==> src/rtl/ex_alu_stage_if.sv <==
// Decode-to-EX-to-MEM bundle: instruction in, registered result out, fetch redirect.
// master = the surrounding pipeline, slave = the EX stage itself.
interface ex_alu_stage_if #(
    parameter int XLEN = 32
);
    logic            in_valid;
    logic            in_ready;
    logic [4:0]      alu_control;
    logic            is_branch;
    logic [2:0]      funct3;
    logic [XLEN-1:0] src_a;
    logic [XLEN-1:0] src_b;
    logic [XLEN-1:0] pc;
    logic [XLEN-1:0] imm;
    logic [4:0]      rd_in;
    logic            reg_write_in;
    logic            flush;
    logic            out_valid;
    logic            out_ready;
    logic [XLEN-1:0] out_result;
    logic [4:0]      out_rd;
    logic            out_reg_write;
    logic            redirect_valid;
    logic [XLEN-1:0] redirect_pc;

    modport master (
        output in_valid, alu_control, is_branch, funct3, src_a, src_b, pc, imm,
               rd_in, reg_write_in, flush, out_ready,
        input  in_ready, out_valid, out_result, out_rd, out_reg_write,
               redirect_valid, redirect_pc
    );

    modport slave (
        input  in_valid, alu_control, is_branch, funct3, src_a, src_b, pc, imm,
               rd_in, reg_write_in, flush, out_ready,
        output in_ready, out_valid, out_result, out_rd, out_reg_write,
               redirect_valid, redirect_pc
    );
endinterface

==> src/rtl/ex_alu_stage.sv <==
// RV32I execute stage: ALU + branch resolve, 1 cycle from accept into a single-entry output register.
// Backpressure: in_ready = !out_valid | out_ready; the taken-branch redirect pulse ignores out_ready.
module ex_alu_stage #(
    parameter int XLEN = 32
) (
    input logic          clk,
    input logic          rst_n,
    ex_alu_stage_if.slave bus
);
    localparam int SHW = $clog2(XLEN);

    logic            out_valid_q, out_valid_d;
    logic [XLEN-1:0] out_result_q, out_result_d;
    logic [4:0]      out_rd_q, out_rd_d;
    logic            out_reg_write_q, out_reg_write_d;
    logic            redirect_valid_q, redirect_valid_d;
    logic [XLEN-1:0] redirect_pc_q, redirect_pc_d;

    logic            accept;
    logic            lt_s;
    logic            lt_u;
    logic            cond;
    logic            taken;
    logic [SHW-1:0]  shamt;
    logic [XLEN-1:0] alu_res;

    assign bus.in_ready = !out_valid_q || bus.out_ready;
    assign accept       = bus.in_valid && bus.in_ready && !bus.flush;

    assign shamt = bus.src_b[SHW-1:0];
    assign lt_s  = $signed(bus.src_a) < $signed(bus.src_b);
    assign lt_u  = bus.src_a < bus.src_b;

    always_comb begin
        alu_res = '0;
        case (bus.alu_control)
            5'd0: alu_res = bus.src_a + bus.src_b;
            5'd1: alu_res = bus.src_a - bus.src_b;
            5'd2: alu_res = bus.src_a & bus.src_b;
            5'd3: alu_res = bus.src_a | bus.src_b;
            5'd4: alu_res = bus.src_a ^ bus.src_b;
            5'd5: alu_res = {{(XLEN-1){1'b0}}, lt_s};
            5'd6: alu_res = bus.src_a << shamt;
            5'd7: alu_res = bus.src_a >> shamt;
            5'd8: alu_res = $unsigned($signed(bus.src_a) >>> shamt);
            5'd9: alu_res = {{(XLEN-1){1'b0}}, lt_u};
            default: alu_res = '0;
        endcase
    end

    // funct3 010/011 are not legal branch encodings and fall through to not-taken.
    always_comb begin
        cond = 1'b0;
        case (bus.funct3)
            3'b000: cond = bus.src_a == bus.src_b;
            3'b001: cond = bus.src_a != bus.src_b;
            3'b100: cond = lt_s;
            3'b101: cond = !lt_s;
            3'b110: cond = lt_u;
            3'b111: cond = !lt_u;
            default: cond = 1'b0;
        endcase
    end

    assign taken = accept && bus.is_branch && cond;

    always_comb begin
        out_valid_d      = out_valid_q;
        out_result_d     = out_result_q;
        out_rd_d         = out_rd_q;
        out_reg_write_d  = out_reg_write_q;
        redirect_valid_d = taken;
        redirect_pc_d    = taken ? (bus.pc + bus.imm) : redirect_pc_q;
        if (bus.flush) begin
            out_valid_d = 1'b0;
        end else if (accept) begin
            out_valid_d     = 1'b1;
            out_result_d    = alu_res;
            out_rd_d        = bus.rd_in;
            out_reg_write_d = bus.reg_write_in;
        end else if (bus.out_ready) begin
            out_valid_d = 1'b0;
        end
    end

    always_ff @(posedge clk) begin
        if (!rst_n) begin
            out_valid_q      <= 1'b0;
            out_result_q     <= '0;
            out_rd_q         <= '0;
            out_reg_write_q  <= 1'b0;
            redirect_valid_q <= 1'b0;
            redirect_pc_q    <= '0;
        end else begin
            out_valid_q      <= out_valid_d;
            out_result_q     <= out_result_d;
            out_rd_q         <= out_rd_d;
            out_reg_write_q  <= out_reg_write_d;
            redirect_valid_q <= redirect_valid_d;
            redirect_pc_q    <= redirect_pc_d;
        end
    end

    assign bus.out_valid      = out_valid_q;
    assign bus.out_result     = out_result_q;
    assign bus.out_rd         = out_rd_q;
    assign bus.out_reg_write  = out_reg_write_q;
    assign bus.redirect_valid = redirect_valid_q;
    assign bus.redirect_pc    = redirect_pc_q;
endmodule
==> src/flat_wrapper.sv <==
// flat-port wrapper written by rule: the top's interface ports become plain ports
module ex_alu_stage_flat 
#(
    parameter int XLEN = 32
)
  (clk, rst_n, bus_in_valid, bus_alu_control, bus_is_branch, bus_funct3, bus_src_a, bus_src_b, bus_pc, bus_imm, bus_rd_in, bus_reg_write_in, bus_flush, bus_out_ready, bus_in_ready, bus_out_valid, bus_out_result, bus_out_rd, bus_out_reg_write, bus_redirect_valid, bus_redirect_pc);
  ex_alu_stage_if #(.XLEN(XLEN)) bus_i ();
  input logic clk;
  input logic rst_n;
  input wire logic [$bits(bus_i.in_valid)-1:0] bus_in_valid;
  input wire logic [$bits(bus_i.alu_control)-1:0] bus_alu_control;
  input wire logic [$bits(bus_i.is_branch)-1:0] bus_is_branch;
  input wire logic [$bits(bus_i.funct3)-1:0] bus_funct3;
  input wire logic [$bits(bus_i.src_a)-1:0] bus_src_a;
  input wire logic [$bits(bus_i.src_b)-1:0] bus_src_b;
  input wire logic [$bits(bus_i.pc)-1:0] bus_pc;
  input wire logic [$bits(bus_i.imm)-1:0] bus_imm;
  input wire logic [$bits(bus_i.rd_in)-1:0] bus_rd_in;
  input wire logic [$bits(bus_i.reg_write_in)-1:0] bus_reg_write_in;
  input wire logic [$bits(bus_i.flush)-1:0] bus_flush;
  input wire logic [$bits(bus_i.out_ready)-1:0] bus_out_ready;
  output wire logic [$bits(bus_i.in_ready)-1:0] bus_in_ready;
  output wire logic [$bits(bus_i.out_valid)-1:0] bus_out_valid;
  output wire logic [$bits(bus_i.out_result)-1:0] bus_out_result;
  output wire logic [$bits(bus_i.out_rd)-1:0] bus_out_rd;
  output wire logic [$bits(bus_i.out_reg_write)-1:0] bus_out_reg_write;
  output wire logic [$bits(bus_i.redirect_valid)-1:0] bus_redirect_valid;
  output wire logic [$bits(bus_i.redirect_pc)-1:0] bus_redirect_pc;
  assign bus_i.in_valid = bus_in_valid;
  assign bus_i.alu_control = bus_alu_control;
  assign bus_i.is_branch = bus_is_branch;
  assign bus_i.funct3 = bus_funct3;
  assign bus_i.src_a = bus_src_a;
  assign bus_i.src_b = bus_src_b;
  assign bus_i.pc = bus_pc;
  assign bus_i.imm = bus_imm;
  assign bus_i.rd_in = bus_rd_in;
  assign bus_i.reg_write_in = bus_reg_write_in;
  assign bus_i.flush = bus_flush;
  assign bus_i.out_ready = bus_out_ready;
  assign bus_in_ready = bus_i.in_ready;
  assign bus_out_valid = bus_i.out_valid;
  assign bus_out_result = bus_i.out_result;
  assign bus_out_rd = bus_i.out_rd;
  assign bus_out_reg_write = bus_i.out_reg_write;
  assign bus_redirect_valid = bus_i.redirect_valid;
  assign bus_redirect_pc = bus_i.redirect_pc;
  ex_alu_stage #(.XLEN(XLEN)) u_core (.clk(clk), .rst_n(rst_n), .bus(bus_i));
endmodule
==> config.mk <==
export PLATFORM = sky130hd
export DESIGN_NAME = ex_alu_stage_flat
export DESIGN_NICKNAME = d
export VERILOG_FILES = /design/src/rtl/ex_alu_stage_if.sv /design/src/rtl/ex_alu_stage.sv /design/src/flat_wrapper.sv
export SDC_FILE = /design/constraint.sdc
export NUM_CORES = 1
export LEC_CHECK = 0
export CAP_MARGIN = 5
export CORE_AREA = 2 2 118 206
export CTS_CLUSTER_SIZE = 30
export DETAILED_ROUTE_END_ITERATION = 6
export DIE_AREA = 0 0 120 208
export HOLD_SLACK_MARGIN = 0.03
export PLACE_DENSITY = 0.82
export SETUP_SLACK_MARGIN = 0.5
export SYNTH_ARGS = -nofsm -noshare
export SYNTH_HDL_FRONTEND = slang
export SYNTH_SLANG_ARGS = --single-unit
==> constraint.sdc <==
create_clock -name clk -period 7.8 [get_ports clk]
set_input_delay 1.17 -clock clk [delete_from_list [all_inputs] [get_ports clk]]
set_output_delay 1.17 -clock clk [all_outputs]
set_load 0.01 [all_outputs]
Word-level counts from Yosys, hierarchy flattened
Index checks and enable logic that the tools add are counted.

Register bits: 72. Input port bits: 148. Output and inout port bits: 73. Logic and storage cells: 53.

Add/sub/neg operators: 3. Magnitude comparators: 2. Equality and inequality tests: 16. Shift operators: 3. Mux-type cells: 4. Bitwise logic cells: 5. Reduce and logical (&&, ||, !) cells: 14.

Operator list (count): 32-bit case mux with 10 select lines (1); 32-bit adder (2); 32-bit less-than comparator (2); 32-bit bitwise AND (1); 32-bit equality test (1); 32-bit inequality test (1); 32-bit OR (1); 32-bit by 5-bit << shifter with 32-bit output (1); 32-bit by 5-bit >> shifter with 32-bit output (1); 32-bit by 5-bit >>> shifter with 32-bit output (1); 32-bit subtractor (1); 32-bit bitwise XOR (1); 5-bit by 3-bit equality test with 1-bit output (second input constant) (4); 3-bit equality test (second input constant) (4); 5-bit by 2-bit equality test with 1-bit output (second input constant) (2); 5-bit by 4-bit equality test with 1-bit output (second input constant) (2); 1-bit case mux with 6 select lines (1); 5-bit by 1-bit equality test with 1-bit output (second input constant) (1); 5-bit logical NOT (1); 1-bit logical AND (4); 1-bit logical NOT (4); 3-bit by 1-bit equality test with 1-bit output (second input constant) (1); 3-bit logical NOT (1); 1-bit two-way mux (2); other kinds (5) (6).

Longest topological paths before layout
Gate-level depths: netlist of the first run.

Word-level depth: 6. Mapped depth: 16. Depth with buffers taken out: 13.

Worst setup path after synthesis of the first run
OpenSTA, ideal clock, no wires.

Path type: input port to flip-flop. From: input bus_src_b[2]. To: register u_core.redirect_pc_q[3], in the netlist u_core.bus.redirect_pc[3]. Setup time: 116 ps. Data arrival time: 4654 ps. Required time: 7684 ps. Setup slack: 3030 ps. Cell stages on the path: 16. Path buffers: 4. Cell sequence: inv_1 buf_1 buf_1 buf_2 ha_1 nor2_1 o221ai_2 a21oi_1 nand3_1 nand2_1 o21ai_2 xnor3_1 a41oi_4 buf_4 mux2i_1 nor2b_1.

Cells in the longest elaborated chain, start to end: 4. Elaborated cells on any way between the ends: 8. Those cells by class: 2 x order compare; 2 x eq/ne; 1 x mux; 3 x reduce/logical.

Ends and longest elaborated chain: start, declared (line flat_wrapper.sv:15) `input wire logic [$bits(bus_i.src_b)-1:0] bus_src_b;`; 32-bit less-than comparator, on equally long branches (line ex_alu_stage.sv:32, ex_alu_stage.sv:31); 1-bit logical NOT, on equally long branches (line ex_alu_stage.sv:60, ex_alu_stage.sv:58); 1-bit case mux with 6 select lines * (line ex_alu_stage.sv:54) `case (bus.funct3)`; 1-bit logical AND * (line ex_alu_stage.sv:65) `assign taken = accept && bus.is_branch && cond;`; end signal, assigned (line ex_alu_stage.sv:100) `redirect_pc_q <= redirect_pc_d;`; end, declared (line ex_alu_stage.sv:17) `logic [XLEN-1:0] redirect_pc_q, redirect_pc_d;`.

Every way passes the cells marked *; elsewhere a longest branch is shown, timed or not. A chain may end at the register's enable or synchronous reset.

Worst setup path after layout of the first run
From: input bus_src_a[13]. To: register u_core.redirect_pc_q[20], in the netlist u_core.bus.redirect_pc[20].

Cells in the longest elaborated chain, start to end: 4. Elaborated cells on any way between the ends: 8. Those cells by class: 2 x order compare; 2 x eq/ne; 1 x mux; 3 x reduce/logical.

Ends and longest elaborated chain: start, declared (line flat_wrapper.sv:14) `input wire logic [$bits(bus_i.src_a)-1:0] bus_src_a;`; 32-bit less-than comparator, on equally long branches (line ex_alu_stage.sv:32, ex_alu_stage.sv:31); 1-bit logical NOT, on equally long branches (line ex_alu_stage.sv:60, ex_alu_stage.sv:58); 1-bit case mux with 6 select lines * (line ex_alu_stage.sv:54); 1-bit logical AND * (line ex_alu_stage.sv:65).

Marks and branches as above.

==> flow_metrics.py, run 1 <==
metrics = {
    "pwr": {
        "ir_drop_uv": 121,
        "power_uw": 1730,
        "switching_share_pct": 43.6,
        "power_frac_comb_pct": 53.1,
        "power.leakage_uw": 0.00643,
        "clkPwrFrac_pct": 24.7,
        "p_per_area_mw_per_mm2": 114,
        "p_seq_share_pct": 22.1,
        "p_int_uw": 976,
        "p_switching_uw": 754,
    },
    "floorplan": {
        "num_rows": 74,
        "core_area_mm2": 0.0232,
        "fp.dieW_um": 120,
        "ios": 221,
        "start_util_pct": 54.2,
        "die_y_um": 208,
        "design.die.area_mm2": 0.0250,
    },
    "place": {
        "dp_hpwl_um": 44000,
        "io_buffers": 220,
        "gp_congestion": 1.09,
        "dpl_worst_slack_ps": 2190,
        "dpl_cell_area_mm2": 0.0148,
    },
    "timing": {
        "setup_viol": 0,
        "post-route-period-util_pct": 68.7,
        "worstMarginPinSlew_ps": 1310,
        "period_needed_ps": 5360,
        "fin_skew_ps": 10.0,
        "fmax_mhz": 187,
        "finalSetupTns_ps": 0,
        "maxSlewHeadroom_pct": 11.6,
        "hold_viol_final": 0,
        "drv_slew": 0,
        "rsz0062_at_grt": "false",
        "setup_slack_ps": 2440,
    },
    "global_route": {
        "grt_usage_pct": 45.2,
        "grt_max_degree": 65,
        "grt_pass1_wl_um": 85900,
        "antenna_found_initial": 2,
        "gr-total-overflow": 0,
        "grt_pass1_vias": 14616,
    },
    "layout": {
        "final_common_cell": "clkdlybuf4s50_1",
        "nets": 2164,
        "layout-drive-gt1-share_pct": 5.61,
        "layout_common_cells": "clkdlybuf4s50_1 (214), a21oi_1 (176), nor2_1 (176), nand2_1 (154), o21ai_0 (132)",
        "syn2layout_area_growth_pct": 20.0,
        "n_fill_cell": 2093,
        "final_area_mm2": 0.0151,
    },
    "routing": {
        "wl_um": 57500,
        "drtIter0Drc": 1916,
        "wl_per_cell_um": 26.2,
        "vias": 14991,
        "drt.antenna.violating_nets": 0,
        "firstDrtPassIters": 7,
        "via_per_inst": 6.83,
        "route.detailed.drc": 9,
    },
    "clock_network": {
        "cts_tree": "built",
        "htree_levels": 3,
        "clock-sinks": 72,
        "clk_latency_ps": 370,
        "cts_resized": 0,
        "clockBufferDepth": 2,
        "holdBufCountCts": 0,
        "cts.clk_slew.worst_paths_ps": 70,
        "cts_buffers": 9,
        "cts-root-buf": "clkbuf_16",
        "post_cts_buffers": 0,
    },
    "synth": {
        "seq_area_frac_synth_pct": 11.4,
        "synth_cells": 1750,
        "ys_types": 81,
        "synth_edf_count": 0,
        "yosys_warnings": 0,
        "synth_xor_area_share_pct": 3.79,
        "avgSynthCellArea_um2": 7.20,
        "synth_top_family_by_area": "compound AO/OA/AOI/OAI gates",
        "ys_ff_latch": 72,
        "yosys.area_share.simple_pct": 19.9,
        "synth_fa_ha_area_share_pct": 13.3,
        "muxShareOfSynthArea_pct": 14.6,
        "synth_nets": 2030,
        "ys_async_sr_fraction_pct": 0,
        "netlist_area_mm2": 0.0126,
        "synthFlopType": "dfxtp_1",
        "synth_compound_area_share_pct": 29.6,
    },
    "run_status": {
        "violations": "design-rule violations",
        "status": "complete, but fails checks",
    },
    "setup_path": {
        "crit_chain": "clkdlybuf4s50_1 > inv_1 > ha_1 > nor3_1 > and3_1 > nand3_1 > nand2_1 > o21ai_2 > xnor3_1 > a41oi_4 > buf_4 > nand2b_1 > o21ai_0",
        "worstPathArrival_ps": 5590,
        "r2r_slack_ps": 4900,
        "crit_type": "in2reg",
        "worst_setup_path_startpoint": "bus_src_a[13]",
        "cp_max_fo": 20,
        "r2r_start": "u_core.bus.out_valid",
        "path_buf_inv": 3,
        "cp_top_family": "buffers and inverters",
        "critPathCapture": "u_core.bus.redirect_pc[20]",
        "critical_path_required_ps": 8030,
        "r2r_end": "u_core.bus.out_result[13]",
        "cp_num_cells": 13,
        "cp-start-kind": "input pin",
        "max_stage_delay_ps": 870,
        "reg2regPathDepth": 9,
        "cpMaxStageDelayCell": "clkdlybuf4s50_1",
        "endpoint_kind": "register",
    },
    "worst_hold_path": {
        "holdCritPathClass": "reg2reg",
        "hold_path_depth": 2,
    },
    "flow_run": {
        "drv_cap": 0,
    },
}
[power by group through the flow]
stage / logic [µW] / clock network, µW / registers [µW]
6_report: 919 / 428 / 383
5_1_grt: 978 / 442 / 383
4_1_cts: 885 / 425 / 383
3_5_place_dp: 880 / 0 / 391
3_3_place_gp: 871 / 0 / 391
2_1_floorplan: 563 / 0 / 394
[worst min-delay path: stages, from the launching register on]
cell,delay (ps)
dfxtp_1,320
nand2_1,50
nand2_1,40
[synth_stat cells (all sizes together), types with 30 or more instances]
cell	number	share of area, %
ha	129	13
o21ai	134	5.4
mux2i	95	7.5
a21o	31	1.8
nand2	154	4.6
xnor2	40	2.8
inv	114	3.4
a21oi	176	7.0
buf	43	1.7
nor2	176	5.2
clkbuf	75	2.2
dfxtp	72	11
nor2b	41	2.0
nand3	37	1.5
mux4	35	6.3
a211oi	30	1.8
[flip-flops by register name (all words and copies together), names as in the netlist]
name	count
u_core.bus.out_reg_write	1
u_core.bus.out_rd	5
u_core.bus.out_valid	1
u_core.bus.out_result	32
u_core.bus.redirect_valid	1
u_core.bus.redirect_pc	32
[cells by family after synthesis]
| family | count (synthesis) |
|---|---|
| AO/OA/AOI/OAI | 581 |
| AND/OR/NAND/NOR | 539 |
| buffers and inverters | 234 |
| multiplexers | 139 |
| adder cells (fa/ha/maj) | 132 |
| flip-flops | 72 |
| XOR/XNOR | 53 |
[how the worst min path moves through the flow]
stage / from / to / slack (ps)
final: u_core.bus.out_result[5] / u_core.bus.out_result[5] / 450
after global routing: u_core.bus.out_result[4] / u_core.bus.out_result[4] / 480
after CTS: u_core.bus.out_result[5] / u_core.bus.out_result[5] / 450
after detailed placement: u_core.bus.out_result[2] / u_core.bus.out_result[2] / 440
after global placement: u_core.bus.out_result[3] / u_core.bus.out_result[3] / 430
after floorplan: u_core.bus.out_result[3] / u_core.bus.out_result[3] / 470
[per-layer routing]
metal,up-vias,global-route usage (%),wire length (µm)
li1,6662,-,-
met1,6943,46.3,18500
met2,1051,76.2,27500
met3,335,10.3,5320
met4,0,39.3,6200
met5,-,0,0
[through the flow]
step / std cells / util [%] / hold slack, ps
after floorplan: 1750 / - / 467
after global placement: 2177 / 63.8 / 432
after detailed placement: 2177 / 63.8 / 440
after CTS: 2193 / 65.0 / 453
after global routing: 2194 / 65.1 / 480
final: 2195 / 65.1 / 451
[area by class of cell]
cell class	instances	area (µm²)	share of cell area, %
Antenna cell	2	5.00	0.0331
Clock buffer	12	256	1.70
Clock inverter	4	27.5	0.182
Inverter	116	435	2.88
Multi-Input combinational cell	1444	10200	67.7
Sequential cell	72	1440	9.53
Tap cell	304	380	2.52
Timing Repair Buffer	241	2330	15.4
No activity file was read; power rests on OpenSTA's default activity.
==> run 2, diff against run 1 <==
--- a/config.mk
+++ b/config.mk
@@ -6,12 +6,12 @@
 export NUM_CORES = 1
 export LEC_CHECK = 0
 export CAP_MARGIN = 5
-export CORE_AREA = 2 2 118 206
+export CORE_AREA = 2 2 124 216
 export CTS_CLUSTER_SIZE = 30
 export DETAILED_ROUTE_END_ITERATION = 6
-export DIE_AREA = 0 0 120 208
+export DIE_AREA = 0 0 126 218
 export HOLD_SLACK_MARGIN = 0.03
-export PLACE_DENSITY = 0.82
+export PLACE_DENSITY = 0.78
 export SETUP_SLACK_MARGIN = 0.5
 export SYNTH_ARGS = -nofsm -noshare
 export SYNTH_HDL_FRONTEND = slang
==> constraint.sdc (replaced) <==
create_clock -name clk -period 4.79 [get_ports clk]
set_input_delay 0.7185 -clock clk [delete_from_list [all_inputs] [get_ports clk]]
set_output_delay 0.7185 -clock clk [all_outputs]
set_load 0.01 [all_outputs]
==> run 2 against run 1 <==
The run now ends clean. Global-route usage decreased by 2.3 points. Sequential cell count unchanged. Non-clock buffer count increased by 74. Register-to-register slack got worse by 3100 ps. Critical path depth increased by 2. Largest cell class unchanged.
==> flow_metrics.py, run 2 (synthesis gave the netlist of run 1 again) <==
metrics = {
    "clock_network": {
        "clock-sinks": 72,
        "cts_tree": "built",
        "cts_buffers": 9,
        "cts.clk_slew.worst_paths_ps": 60,
        "cts-root-buf": "clkbuf_16",
        "clockBufferDepth": 2,
        "clk_latency_ps": 370,
        "htree_levels": 3,
    },
    "floorplan": {
        "num_rows": 78,
        "core_area_mm2": 0.0258,
        "ios": 221,
        "start_util_pct": 48.9,
        "fp.dieW_um": 126,
        "design.die.area_mm2": 0.0275,
        "die_y_um": 218,
    },
    "timing": {
        "hold_viol_final": 0,
        "rsz0062_at_grt": "true",
        "drv_slew": 0,
        "worstMarginPinSlew_ps": 989,
        "fmax_mhz": 241,
        "setup_viol": 0,
        "fin_skew_ps": 8.75,
        "post-route-period-util_pct": 86.6,
        "finalSetupTns_ps": 0,
        "maxSlewHeadroom_pct": 33.5,
        "period_needed_ps": 4150,
    },
    "layout": {
        "layout_common_cells": "clkdlybuf4s50_1 (214), nor2_1 (176), a21oi_1 (175), nand2_1 (154), o21ai_0 (132)",
        "syn2layout_area_growth_pct": 25.3,
        "final_common_cell": "clkdlybuf4s50_1",
        "stdcell_count": 2283,
        "multiInputGateArea_mm2": 0.0103,
        "layout-drive-gt1-share_pct": 9.63,
        "n_fill_cell": 2458,
        "antenna_cells": 0,
        "seq_area_mm2": 0.00144,
        "nets": 2238,
        "final_core_util_pct": 61.3,
    },
    "setup_path": {
        "crit_type": "in2reg",
        "cp-start-kind": "input pin",
        "worstPathArrival_ps": 4390,
        "r2r_slack_ps": 1820,
        "r2r_start": "u_core.bus.out_valid",
        "cp_max_fo": 4,
        "reg2regPathDepth": 9,
        "critical_path_required_ps": 5030,
        "r2r_end": "u_core.bus.out_result[4]",
        "endpoint_kind": "register",
    },
    "place": {
        "io_buffers": 220,
        "gp_congestion": 1.04,
        "dp_hpwl_um": 47700,
        "place_inst": 2265,
    },
    "flow_run": {
        "drv_cap": 0,
    },
    "worst_hold_path": {
        "min_from": "u_core.bus.out_result[4]",
        "holdCritPathClass": "reg2reg",
        "hold_path_depth": 2,
        "holdPathEnd": "u_core.bus.out_result[4]",
    },
    "pwr": {
        "ir_drop_uv": 181,
        "p_per_area_mw_per_mm2": 185,
        "power.leakage_uw": 0.00682,
    },
    "global_route": {
        "gr-total-overflow": 0,
        "grt_pass1_wl_um": 90000,
        "grt_max_degree": 64,
        "grt_usage_pct": 42.9,
        "grt_pass1_vias": 15093,
        "antenna_found_initial": 0,
    },
    "routing": {
        "wl_um": 60700,
        "vias": 15223,
        "via_per_inst": 6.67,
        "drtIter0Drc": 1979,
        "drt.antenna.violating_nets": 0,
        "route.detailed.drc": 0,
        "firstDrtPassIters": 7,
        "wl_per_cell_um": 26.6,
    },
    "run_status": {
        "status": "finished clean",
    },
}
==> run 2: worst max-delay path by stage <==
stage | start | end | slack [ps] | depth (start not counted)
after floorplan | bus_src_b[3] | u_core.bus.redirect_pc[3] | 570 | 16
after global placement | bus_src_a[4] | u_core.bus.out_result[31] | 130 | 13
after detailed placement | bus_src_a[1] | u_core.bus.out_result[31] | 140 | 13
after CTS | bus_imm[0] | u_core.bus.redirect_pc[20] | 550 | 14
after global routing | bus_imm[0] | u_core.bus.redirect_pc[30] | 440 | 15
final | bus_imm[0] | u_core.bus.redirect_pc[30] | 640 | 15
==> run 2: report_power, final <==
part	internal, µW	leakage [µW]	switching [µW]
Clock	417	0.000145	310
Sequential	614	0.000582	10.1
Combinational	642	0.00609	922
Total	1670	0.00682	1240
==> run 2: cell type report <==
type	count	area share (%)
multi-input cells	1444	65.2
repair buffers	315	18.5
flip-flops and latches	72	9.13
inverters	116	2.77
well taps	320	2.54
clock buffers	11	1.54
clock inverters	5	0.357
==> run 2: routing by layer <==
| metal | routed length (µm) | share of wire [%] | vias up | track usage (%) |
|---|---|---|---|---|
| met5 | 0 | 0 | - | 0 |
| met4 | 5480 | 9.0 | 0 | 32.5 |
| met3 | 4720 | 7.8 | 303 | 7.65 |
| met2 | 29800 | 49 | 973 | 75.5 |
| met1 | 20700 | 34 | 7151 | 44.9 |
| li1 | - | - | 6796 | - |
==> run 2: repair_timing <==
action / CTS / global route
pin swaps: 0 / 1
hold buffers: 0 / 0
setup buffers: 0 / 2
gates resized for setup: 1 / 8
setup endpoints to repair: 1 / 34
==> run 2: per-stage QoR <==
step | hold slack, ps | instance area, µm² | total power [µW] | worst slack, ps
after detailed placement | 438 | 15400 | 2140 | 138
after CTS | 444 | 15700 | 2860 | 551
after global routing | 453 | 15800 | 3030 | 442
after floorplan | 467 | 12600 | 1560 | 569
final | 444 | 15800 | 2920 | 644
after global placement | 431 | 15400 | 2130 | 132
==> run 2: critical path, cell delays in order <==
cell and delay, ps:
clkdlybuf4s50_1 530, ha_1 220, inv_1 70, fa_1 410, nor2b_1 240, o2111ai_1 190
a21boi_0 430, a211oi_2 250, o31ai_2 400, buf_4 200, o21a_1 150, a41oi_1 160
a21oi_1 180, xnor2_1 140, o21ai_0 90
